### src/rtl/retire_trace_pipe_pkg.sv
// Shared types and constants for the retire trace shadow pipeline:
// record layout, instruction-format one-hot bits and error cause codes.
package trace_pkg;

    localparam int TR_XLEN  = 32;
    localparam int TR_REG_W = 5;

    // Field order matches the flat payload packing used inside the pipe.
    typedef struct packed {
        logic [TR_XLEN-1:0]  pc;
        logic [TR_XLEN-1:0]  instr;
        logic [5:0]          rtype;
        logic [TR_REG_W-1:0] rd;
        logic [TR_REG_W-1:0] rs1;
        logic [TR_REG_W-1:0] rs2;
    } trace_rec_t;

    localparam logic [5:0] TYPE_R = 6'b000001;
    localparam logic [5:0] TYPE_I = 6'b000010;
    localparam logic [5:0] TYPE_S = 6'b000100;
    localparam logic [5:0] TYPE_B = 6'b001000;
    localparam logic [5:0] TYPE_U = 6'b010000;
    localparam logic [5:0] TYPE_J = 6'b100000;

    localparam logic [1:0] ERR_NONE      = 2'b00;
    localparam logic [1:0] ERR_NO_TRACE  = 2'b01;
    localparam logic [1:0] ERR_NO_RETIRE = 2'b10;
    localparam logic [1:0] ERR_BAD_TYPE  = 2'b11;

    function automatic logic is_onehot6(input logic [5:0] t);
        return (t != 6'd0) && ((t & (t - 6'd1)) == 6'd0);
    endfunction

endpackage

### src/rtl/retire_trace_pipe_stage.sv
// One shadow-pipe slice: a reset valid bit plus an unreset payload.
// Flush beats load; when load is low the slice holds.
module trace_stage #(
    parameter int W = 8
) (
    input  logic         clk,
    input  logic         reset_n,
    input  logic         load_i,
    input  logic         flush_i,
    input  logic         valid_i,
    input  logic [W-1:0] data_i,
    output logic         valid_o,
    output logic [W-1:0] data_o
);

    logic         valid_q;
    logic         valid_d;
    logic [W-1:0] data_q;

    always_comb begin
        valid_d = valid_q;
        if (flush_i) begin
            valid_d = 1'b0;
        end else if (load_i) begin
            valid_d = valid_i;
        end
    end

    always_ff @(posedge clk or negedge reset_n) begin
        if (!reset_n) begin
            valid_q <= 1'b0;
        end else begin
            valid_q <= valid_d;
        end
    end

    // Payload is qualified by valid_q, so it carries no reset.
    always_ff @(posedge clk) begin
        if (load_i) begin
            data_q <= data_i;
        end
    end

    assign valid_o = valid_q;
    assign data_o  = data_q;

endmodule

### src/rtl/retire_trace_pipe.sv
// Shadow pipeline carrying issue-time metadata to the retire point, with
// retire/trace alignment checking, a saturating retire counter and done flag.
module retire_trace_pipe
    import trace_pkg::*;
#(
    parameter int unsigned XLEN      = 32,
    parameter int unsigned STAGES    = 3,
    parameter int unsigned REG_W     = 5,
    parameter int unsigned CNT_W     = 32,
    parameter int unsigned MAX_INSTR = 200
) (
    input  logic              clk,
    input  logic              reset_n,
    input  logic              cap_valid_i,
    input  logic [XLEN-1:0]   cap_pc_i,
    input  logic [XLEN-1:0]   cap_instr_i,
    input  logic [5:0]        cap_type_i,
    input  logic [REG_W-1:0]  cap_rd_i,
    input  logic [REG_W-1:0]  cap_rs1_i,
    input  logic [REG_W-1:0]  cap_rs2_i,
    input  logic              stall_i,
    input  logic [STAGES-1:0] flush_i,
    input  logic              retired_i,
    output logic              ret_valid_o,
    output logic [XLEN-1:0]   ret_pc_o,
    output logic [XLEN-1:0]   ret_instr_o,
    output logic [5:0]        ret_type_o,
    output logic [REG_W-1:0]  ret_rd_o,
    output logic [REG_W-1:0]  ret_rs1_o,
    output logic [REG_W-1:0]  ret_rs2_o,
    output logic [CNT_W-1:0]  instr_count_o,
    output logic              done_o,
    output logic              err_o,
    output logic [1:0]        err_code_o
);

    localparam int unsigned REC_W = 2 * XLEN + 6 + 3 * REG_W;

    logic [STAGES-1:0] in_valid;
    logic [REC_W-1:0]  in_data  [STAGES];
    logic [STAGES-1:0] st_valid;
    logic [REC_W-1:0]  st_data  [STAGES];

    assign in_valid[0] = cap_valid_i;
    assign in_data[0]  = {cap_pc_i, cap_instr_i, cap_type_i, cap_rd_i, cap_rs1_i, cap_rs2_i};

    // A record killed in stage k-1 on a shift edge becomes a bubble in stage k.
    genvar gi;
    generate
        for (gi = 1; gi < STAGES; gi++) begin : g_link
            assign in_valid[gi] = st_valid[gi-1] & ~flush_i[gi-1];
            assign in_data[gi]  = st_data[gi-1];
        end

        for (gi = 0; gi < STAGES; gi++) begin : g_stage
            trace_stage #(
                .W (REC_W)
            ) u_stage (
                .clk     (clk),
                .reset_n (reset_n),
                .load_i  (~stall_i),
                .flush_i (flush_i[gi]),
                .valid_i (in_valid[gi]),
                .data_i  (in_data[gi]),
                .valid_o (st_valid[gi]),
                .data_o  (st_data[gi])
            );
        end
    endgenerate

    logic tail_valid;

    assign tail_valid  = st_valid[STAGES-1];
    assign ret_valid_o = tail_valid & retired_i;
    assign {ret_pc_o, ret_instr_o, ret_type_o, ret_rd_o, ret_rs1_o, ret_rs2_o} = st_data[STAGES-1];

    logic             err_hit;
    logic [1:0]       err_cause;
    logic             err_q, err_d;
    logic [1:0]       err_code_q, err_code_d;
    logic             count_inc;
    logic [CNT_W-1:0] count_q, count_d;
    logic             done_q, done_d;

    // Alignment is only meaningful while the core is advancing.
    always_comb begin
        err_hit   = 1'b0;
        err_cause = ERR_NONE;
        if (!stall_i) begin
            if (retired_i && !tail_valid) begin
                err_hit   = 1'b1;
                err_cause = ERR_NO_TRACE;
            end else if (tail_valid && !retired_i) begin
                err_hit   = 1'b1;
                err_cause = ERR_NO_RETIRE;
            end else if (ret_valid_o && !is_onehot6(ret_type_o)) begin
                err_hit   = 1'b1;
                err_cause = ERR_BAD_TYPE;
            end
        end
    end

    always_comb begin
        err_d      = err_q;
        err_code_d = err_code_q;
        if (err_hit && !err_q) begin
            err_d      = 1'b1;
            err_code_d = err_cause;
        end
    end

    always_comb begin
        count_inc = ret_valid_o && (count_q != {CNT_W{1'b1}});
        count_d   = count_q;
        if (count_inc) begin
            count_d = count_q + {{(CNT_W-1){1'b0}}, 1'b1};
        end
        done_d = done_q;
        if ((MAX_INSTR != 0) && count_inc && (count_d == CNT_W'(MAX_INSTR))) begin
            done_d = 1'b1;
        end
    end

    always_ff @(posedge clk or negedge reset_n) begin
        if (!reset_n) begin
            err_q      <= 1'b0;
            err_code_q <= ERR_NONE;
            count_q    <= '0;
            done_q     <= 1'b0;
        end else begin
            err_q      <= err_d;
            err_code_q <= err_code_d;
            count_q    <= count_d;
            done_q     <= done_d;
        end
    end

    assign instr_count_o = count_q;
    assign done_o        = done_q;
    assign err_o         = err_q;
    assign err_code_o    = err_code_q;

endmodule

### config.mk
export PLATFORM = sky130hd
export DESIGN_NAME = retire_trace_pipe
export DESIGN_NICKNAME = d
export VERILOG_FILES = /design/src/rtl/retire_trace_pipe_pkg.sv /design/src/rtl/retire_trace_pipe_stage.sv /design/src/rtl/retire_trace_pipe.sv
export SDC_FILE = /design/constraint.sdc
export NUM_CORES = 1
export LEC_CHECK = 0
export ABC_AREA = 1
export CORE_ASPECT_RATIO = 1.75
export CORE_MARGIN = 5
export CORE_UTILIZATION = 55
export CTS_CLUSTER_DIAMETER = 30
export CTS_CLUSTER_SIZE = 16
export DETAILED_ROUTE_END_ITERATION = 8
export PLACE_DENSITY = 0.85
export SLEW_MARGIN = 20
export SYNTH_ARGS = -nofsm -noshare
export SYNTH_HDL_FRONTEND = slang
export SYNTH_SLANG_ARGS = --single-unit
### constraint.sdc
create_clock -name clk -period 4.4 [get_ports clk]
set_clock_uncertainty 0.05 [all_clocks]
set_input_delay 0.88 -clock clk [delete_from_list [all_inputs] [get_ports clk]]
set_output_delay 0.88 -clock clk [all_outputs]
set_load 0.02 [all_outputs]
# Yosys cells after proc, flatten, opt, wreduce, memory -nomap -nowiden
# Index checks and enable logic that the tools add are counted.
[op_classes] muxes=15 add_sub_neg=2 n_eq_ne=5 bitwise_logic=6 reduce_logical=13
[ops] cell="$add 32x1->32 const B" n=1
[ops] cell="$eq 32x8->1 const B" n=1
[ops] cell="$mux 32" n=1
[ops] cell="$ne 32x32->1 const B" n=1
[ops] cell="$mux 1" n=10
[ops] cell="$mux 2" n=4
[ops] cell="$logic_and 1x1->1" n=7
[ops] cell="$and 6x6->6" n=1
[ops] cell="$logic_not 6->1" n=1
[ops] cell="$ne 2x1->1 const B" n=3
[ops] cell="$reduce_bool 6->1" n=1
[ops] cell="$sub 6x1->6 const B" n=1
[ops] cell="$logic_not 1->1" n=4
[ops] cell="$and 1x1->1" n=3
[ops] cell="$not 1->1" n=2
[totals] word_cells=51 inputBits=93 reg_bits=294 out_inout_bits=122

# Depth between registers and ports, before layout
# Gate-level depths: netlist (run 1).
[depth] ltp_word=11 depth_mapped=16

# Cells and area by module
# From an unflattened synthesis (run 1), not the netlist that was laid out.
[unflattened] cells_unflattened=713 hier_area_um2=10423.7
[modules_own_cells] module="trace_stage" seq_area_each_um2=2577.5 cells_each=91 instances=3 area_per_inst_um2=2597.5
[modules_own_cells] module="retire_trace_pipe" seq_area_each_um2=900.9 cells_each=440 instances=1 area_per_inst_um2=2631.3

# Worst setup path before layout (run 1)
# OpenSTA, ideal clock, no wires.
[synth_path] path_type="in2reg" startpoint="input stall_i" endpoint="register err_code_q[1] (netlist: err_code_o[1])" slack_ps=-2209 path_buffers=0 t_arrival_ps=6429 setup_time_ps=130 cell_stages=6 path_cell_list="inv_1 > nand2_1 > nor2_1 > inv_1 > nand2_1 > o21ai_0"
[synth_via] elab_chain_len=2
[synth_rtl] element="from (decl)" line="retire_trace_pipe.sv:21" source="input logic stall_i,"
[synth_rtl] element="$mux 1" line="retire_trace_pipe.sv:89" source="if (!stall_i) begin"
[synth_rtl] element="$logic_and 1x1->1" line="retire_trace_pipe.sv:106" source="if (err_hit && !err_q) begin"
[synth_rtl] element="to (signal assigned)" line="retire_trace_pipe.sv:132" source="err_code_q <= err_code_d;"
[synth_rtl] element="to (decl)" line="retire_trace_pipe.sv:80" source="logic [1:0] err_code_q, err_code_d;"
# Parallel ways exist; a longest one is shown, timed or not.
# A chain may end at the register's enable or synchronous reset.

# Final worst setup path (run 1)
[layout_path] startpoint="input retired_i" endpoint="output ret_valid_o"
[layout_via] elab_chain_len=1
[layout_rtl] element="from (decl)" line="retire_trace_pipe.sv:23" source="input logic retired_i,"
[layout_rtl] element="$and 1x1->1" line="retire_trace_pipe.sv:74" source="assign ret_valid_o = tail_valid & retired_i;"
[layout_rtl] element="to (decl)" line="retire_trace_pipe.sv:24" source="output logic ret_valid_o,"
# No other way between the ends.

==> results of run 1 <==
## worst max-delay path, cell delays in order
cell and delay, ns:
clkdlybuf4s50_1 0.50, nand2_1 0.14, inv_2 0.17, clkdlybuf4s50_1 0.64
## flip-flops by register name, summed over array words and instances, names as in the netlist
register and cells:
done_o 1, err_code_o 2, err_o 1, g_stage.u_stage.data_o 255
g_stage.u_stage.valid_o 3, instr_count_o 32
## power groups by stage
| stage | Clock [µW] | Sequential (µW) | Combinational (µW) |
|---|---|---|---|
| 4_1_cts | 2860 | 3360 | 552 |
| 3_3_place_gp | 0 | 3400 | 534 |
| 3_5_place_dp | 0 | 3420 | 545 |
| 6_report | 2800 | 3360 | 547 |
| 5_1_grt | 3010 | 3380 | 581 |
| 2_1_floorplan | 0 | 3490 | 146 |
## worst min path at each step
stage	start	to	slack (ns)
after floorplan	g_stage[0].u_stage.data_o[0]$_DFFE_PN_	g_stage[1].u_stage.data_o[0]$_DFFE_PN_	0.35
after global placement	g_stage[0].u_stage.data_o[2]$_DFFE_PN_	g_stage[1].u_stage.data_o[2]$_DFFE_PN_	0.35
after detailed placement	g_stage[0].u_stage.data_o[26]$_DFFE_PN_	g_stage[1].u_stage.data_o[26]$_DFFE_PN_	0.35
after CTS	g_stage[0].u_stage.data_o[83]$_DFFE_PN_	g_stage[1].u_stage.data_o[83]$_DFFE_PN_	0.37
after global routing	reset_n	instr_count_o[19]$_DFF_PN0_	0.35
final	reset_n	done_o$_DFFE_PN0P_	0.31
## cells in the final DEF (no fill, tap or decap), drive strengths merged, types with 10 or more instances in the layout
cell type	count
nand3b	10
clkbuf	38
clkdlybuf4s50	213
nand2	187
inv	74
nor2	74
dfrtp	39
o21ai	12
nand3	29
edfxtp	255
## metal layers
metal  up-vias  track usage
met5         -            0
met4         0       0.0969
met3        67       0.0627
met2       265        0.397
met1      2920        0.216
li1       2895            -
## logic make-up (layout without fill, tap and decap cells)
group | count (synthesis) | count (layout) | share of synthesized area
compound gates | 16 | 16 | 0.00795
xor+xnor | 5 | 5 | 0.00422
buf+inv | 71 | 346 | 0.0279
fa+ha+maj | 1 | 1 | 0.00120
simple gates | 309 | 309 | 0.128
flops | 294 | 294 | 0.831
## final cells by class
| class | count | area, µm² | share of cell area |
|---|---|---|---|
| clock buffer | 38 | 908 | 0.0649 |
| clock inverter | 23 | 255 | 0.0182 |
| inverter | 67 | 255 | 0.0182 |
| multi-input combinational | 331 | 1470 | 0.105 |
| sequential | 294 | 8630 | 0.617 |
| tap | 238 | 298 | 0.0213 |
| timing repair buffer | 218 | 2180 | 0.156 |
## per-stage QoR
step,power (µW),instances,setup slack (ns)
2_1_floorplan,3640,696,-0.689
3_3_place_gp,3940,1148,1.19
3_5_place_dp,3960,1148,1.15
4_1_cts,6780,1209,1.15
5_1_grt,6970,1209,1.10
6_report,6710,1209,1.13
==> metrics.cfg, run 1 <==
[clock_tree]
cts_root_buffer=clkbuf_16
cts_max_level=2
cts.path.max_buffers=3
cts_made_buffers=35
hold_buffers=0
postCtsSetupBuffers=0
clk_pin_slew_worst_paths_ns=0.06
cts_sinks=294
cts_tree=built
cts_resized=0
insertion_delay_ns=0.50

[timing]
hold_violations=0
setup_tns_ns=0
rsz0062_at_grt=false
tightest_slew_ns=0.784
fin_worst_hold_slack_ns=0.314
setup-violations-final=0
period_share=0.742
max_clock_freq_mhz=306
post-route-min-period_ns=3.27
slew_headroom=0.477
maxSlewViolCount=0

[place]
port_buffers=214
dpl_cell_area_um2=12800
routabilityCongestion=0.990
hpwl_mm=16.0

[synthesis]
synth_top_area_share=0.737
synthesis.nets=790
ys_async_sr_fraction=0.133
synthTopCellsByArea=edfxtp_1, dfrtp_1, nand2_1
synth_warnings=0
syn_inst=696
yosysUniqueCellTypes=25
synth_enable_flop_cells=255
synth_area_leader_cell=edfxtp_1
seq_area_frac_synth=0.831
synth.most_common_cell=edfxtp_1
netlist_area_um2=10400
synth_ff_type=edfxtp_1
synth_seq_cells=294
synth_common_cells=edfxtp_1, nand2_1, nor2_1
syn_avg_cell_area_um2=14.9

[global_route]
grt_pass1_vias=6352
grt_overflow=0
grtUsageTotal=0.213
grt_max_degree=106
grt_pass1_wl_mm=34.8
antenna_found_initial=0

[routing]
first_pass_iters=5
met1_length_mm=7.52
vias=6147
routedWlPerCell_um=19.1
highest_layer=met4
antenna_left=0
wl_met3_mm=1.83
wl_mm=23.1
drc=0
dr_wl_met2_mm=12.7
drt_iter0_drc=421
vias_per_cell=5.08

[power]
cellPowerDensity_nw_per_um2=480
p_sw_frac=0.230
ir_drop_v=0.000448
p_int_uw=5170
p_comb_frac=0.081
seqPwrFrac=0.501
power.switching_uw=1540
leakagePower_uw=0.00535
clockPowerShare=0.418

[setup_path]
critPathKind=in -> out
cp-startpoint=retired_i
timing.rr.end=done_o$_DFFE_PN0P_
cp.arrival_ns=2.34
critical_path.endpoint=ret_valid_o
setup.worst_path.start_class=primary input
reg2reg_depth=15
critical_path.endpoint_type=primary output
critPathRequiredTime_ns=3.47
crit_fanout=7
reg2reg_from=instr_count_o[0]$_DFF_PN0_
reg2reg_slack_ns=1.70

[status]
status=finished clean

[final_layout]
drive_gt1_frac=0.0834
syn2layout_area_growth_pct=34.7
fin_util=0.753
design_area_um2=14000
n_fill_cell=1161
num_antenna_cells=0
fin_nets=1041

[run]
maxCapViolCount=0

[floorplanning]
dieHeight_um=192
rows=66
dieArea_um2=21800
initial_core_util=0.559
boundaryPins=215
fp.coreArea_um2=18600
die_w_um=114

[hold_path]
hold_path.class=in -> async

No activity file was read; power rests on OpenSTA's default activity.
==> run 2, diff against run 1 <==
CORE_UTILIZATION = 51   (was 55)
PLACE_DENSITY = 0.8   (was 0.85)
clock period = 3.23 ns   (was 4.4 ns; I/O delays follow)
==> metrics.cfg, run 2 (same netlist as run 1, synthesis figures left out) <==
[routing]
drt_iter0_drc=477  ; +13%
antenna_left=0  ; unchanged
first_pass_iters=5  ; unchanged
vias=6085  ; -1.0%
routedWlPerCell_um=18.6  ; -3.0%
drc=0  ; unchanged
wl_mm=22.8  ; -1.6%
vias_per_cell=4.96  ; -2.4%

[global_route]
grtUsageTotal=0.194  ; -0.0198
grt_pass1_vias=6318  ; -0.54%
grt_max_degree=86  ; -19%
antenna_found_initial=0  ; unchanged
grt_overflow=0  ; unchanged
grt_pass1_wl_mm=34.5  ; -0.83%

[place]
hpwl_mm=16.7  ; +4.0%
place_inst=1163  ; +1.3%
pre_cts_slack_ns=0.449  ; -0.705 ns
routabilityCongestion=0.975  ; -1.5%
port_buffers=214  ; unchanged

[setup_path]
crit_fanout=7  ; unchanged
worstPathCellList=clkdlybuf4s50_1, nand2_1, inv_2, clkdlybuf4s50_1
cp.arrival_ns=2.09  ; -0.25 ns
critPathMostFrequentCell=clkdlybuf4s50_1
slowest_stage=clkdlybuf4s50_1
critPathRequiredTime_ns=2.53  ; -0.94 ns
critPathMaxStageDelay_ns=0.64  ; about the same
critical_path.endpoint_type=primary output
cp_top_family=buffers and inverters
critPathKind=in -> out
path_buf_inv=3  ; unchanged
setup.worst_path.start_class=primary input

[final_layout]
layout_commonest_cell=edfxtp_1
fin_util=0.700  ; -0.0536
fin_nets=1047  ; +0.58%
largest_register_ffs=255  ; unchanged
syn2layout_area_growth_pct=36.1
layout_common_cells=edfxtp_1, clkdlybuf4s50_1, nand2_1, nor2_1, inv_1
drive_gt1_frac=0.0901  ; +0.00665
n_fill_cell=1379  ; +19%
stdcell_count=1226  ; +1.4%

[clock_tree]
cts_sinks=294  ; unchanged
postCtsSetupBuffers=0  ; unchanged
insertion_delay_ns=0.50  ; about the same
cts_root_buffer=clkbuf_16
cts_made_buffers=36  ; +2.9%
clk_pin_slew_worst_paths_ns=0.07  ; about the same
cts_resized=0  ; unchanged
hold_buffers=0  ; unchanged
cts_max_level=2  ; unchanged
cts_tree=built
cts.path.max_buffers=3  ; unchanged

[timing]
setup_tns_ns=0  ; unchanged
period_share=0.863
tightest_slew_ns=1.03  ; +0.242 ns
max_clock_freq_mhz=359
rsz0062_at_grt=false
post-route-min-period_ns=2.79
slew_headroom=0.316  ; -0.161
maxSlewViolCount=0  ; unchanged
hold_violations=0  ; unchanged
worst_slack_ns=0.442  ; -0.691 ns
setup-violations-final=0  ; unchanged

[power]
cellPowerDensity_nw_per_um2=662  ; +38%
p_int_uw=7220  ; +40%
leakagePower_uw=0.00543  ; +1.4%
ir_drop_v=0.000663  ; +48%
p_comb_frac=0.082  ; about the same
finalPower_uw=9360  ; +40%
p_sw_frac=0.229  ; -0.000934
power.switching_uw=2140  ; +39%
clockPowerShare=0.431  ; +0.013
seqPwrFrac=0.488  ; -0.013

[floorplanning]
boundaryPins=215  ; unchanged
rows=69  ; +4.5%
die_w_um=118  ; +3.5%
dieHeight_um=199  ; +3.6%
dieArea_um2=23400  ; +7.3%
fp.coreArea_um2=20200  ; +8.7%
initial_core_util=0.514  ; -0.0449

[run]
maxCapViolCount=0  ; unchanged

[hold_path]
hold_path.class=reg -> reg

[status]
status=finished clean

[run 2: layout make-up]
class                           instances  area (µm²)  area share
Inverter                               67         255      0.0181
Multi-Input combinational cell        331        1470       0.104
Antenna cell                            1        2.50    0.000177
Clock buffer                           36         901      0.0637
Clock inverter                         26         332      0.0235
Sequential cell                       294        8630       0.611
Timing Repair Buffer                  223        2230       0.158
Tap cell                              248         310      0.0220
[run 2: worst paths after layout]
kind	startpoint	end	slack, ns	cells after the start
max	retired_i	ret_valid_o	0.44	4
min	g_stage[0].u_stage.data_o[59]$_DFFE_PN_	g_stage[1].u_stage.data_o[59]$_DFFE_PN_	0.36	0
max reg2reg	instr_count_o[17]$_DFF_PN0_	done_o$_DFFE_PN0P_	0.56	11
min reg2reg	g_stage[0].u_stage.data_o[59]$_DFFE_PN_	g_stage[1].u_stage.data_o[59]$_DFFE_PN_	0.36	0
max in group asynchronous	reset_n	g_stage[0].u_stage.valid_o$_DFFE_PN0P_	2.19	2
min in group asynchronous	reset_n	instr_count_o[30]$_DFF_PN0_	0.56	2
[run 2: per-layer routing]
metal  wire [µm]  up-vias  track usage
li1            -     2910            -
met1        7390     2851        0.196
met2       12100      259        0.345
met3        1860       65       0.0592
met4        1410        0        0.121
met5           0        -            0
[run 2: power groups by stage]
stage / clock network, µW / logic, µW / registers, µW
floorplan: 0 / 198 / 4760
finish: 4030 / 764 / 4570
CTS: 4130 / 769 / 4570
global route: 4320 / 803 / 4590
detailed placement: 0 / 765 / 4650
global placement: 0 / 757 / 4630
[run 2: through the flow]
stage / hold slack [ns] / instance area [µm²]
final: 0.363 / 14100
after global routing: 0.373 / 14100
after CTS: 0.366 / 14100
after detailed placement: 0.355 / 12900
after global placement: 0.350 / 12900
after floorplan: 0.300 / 10400
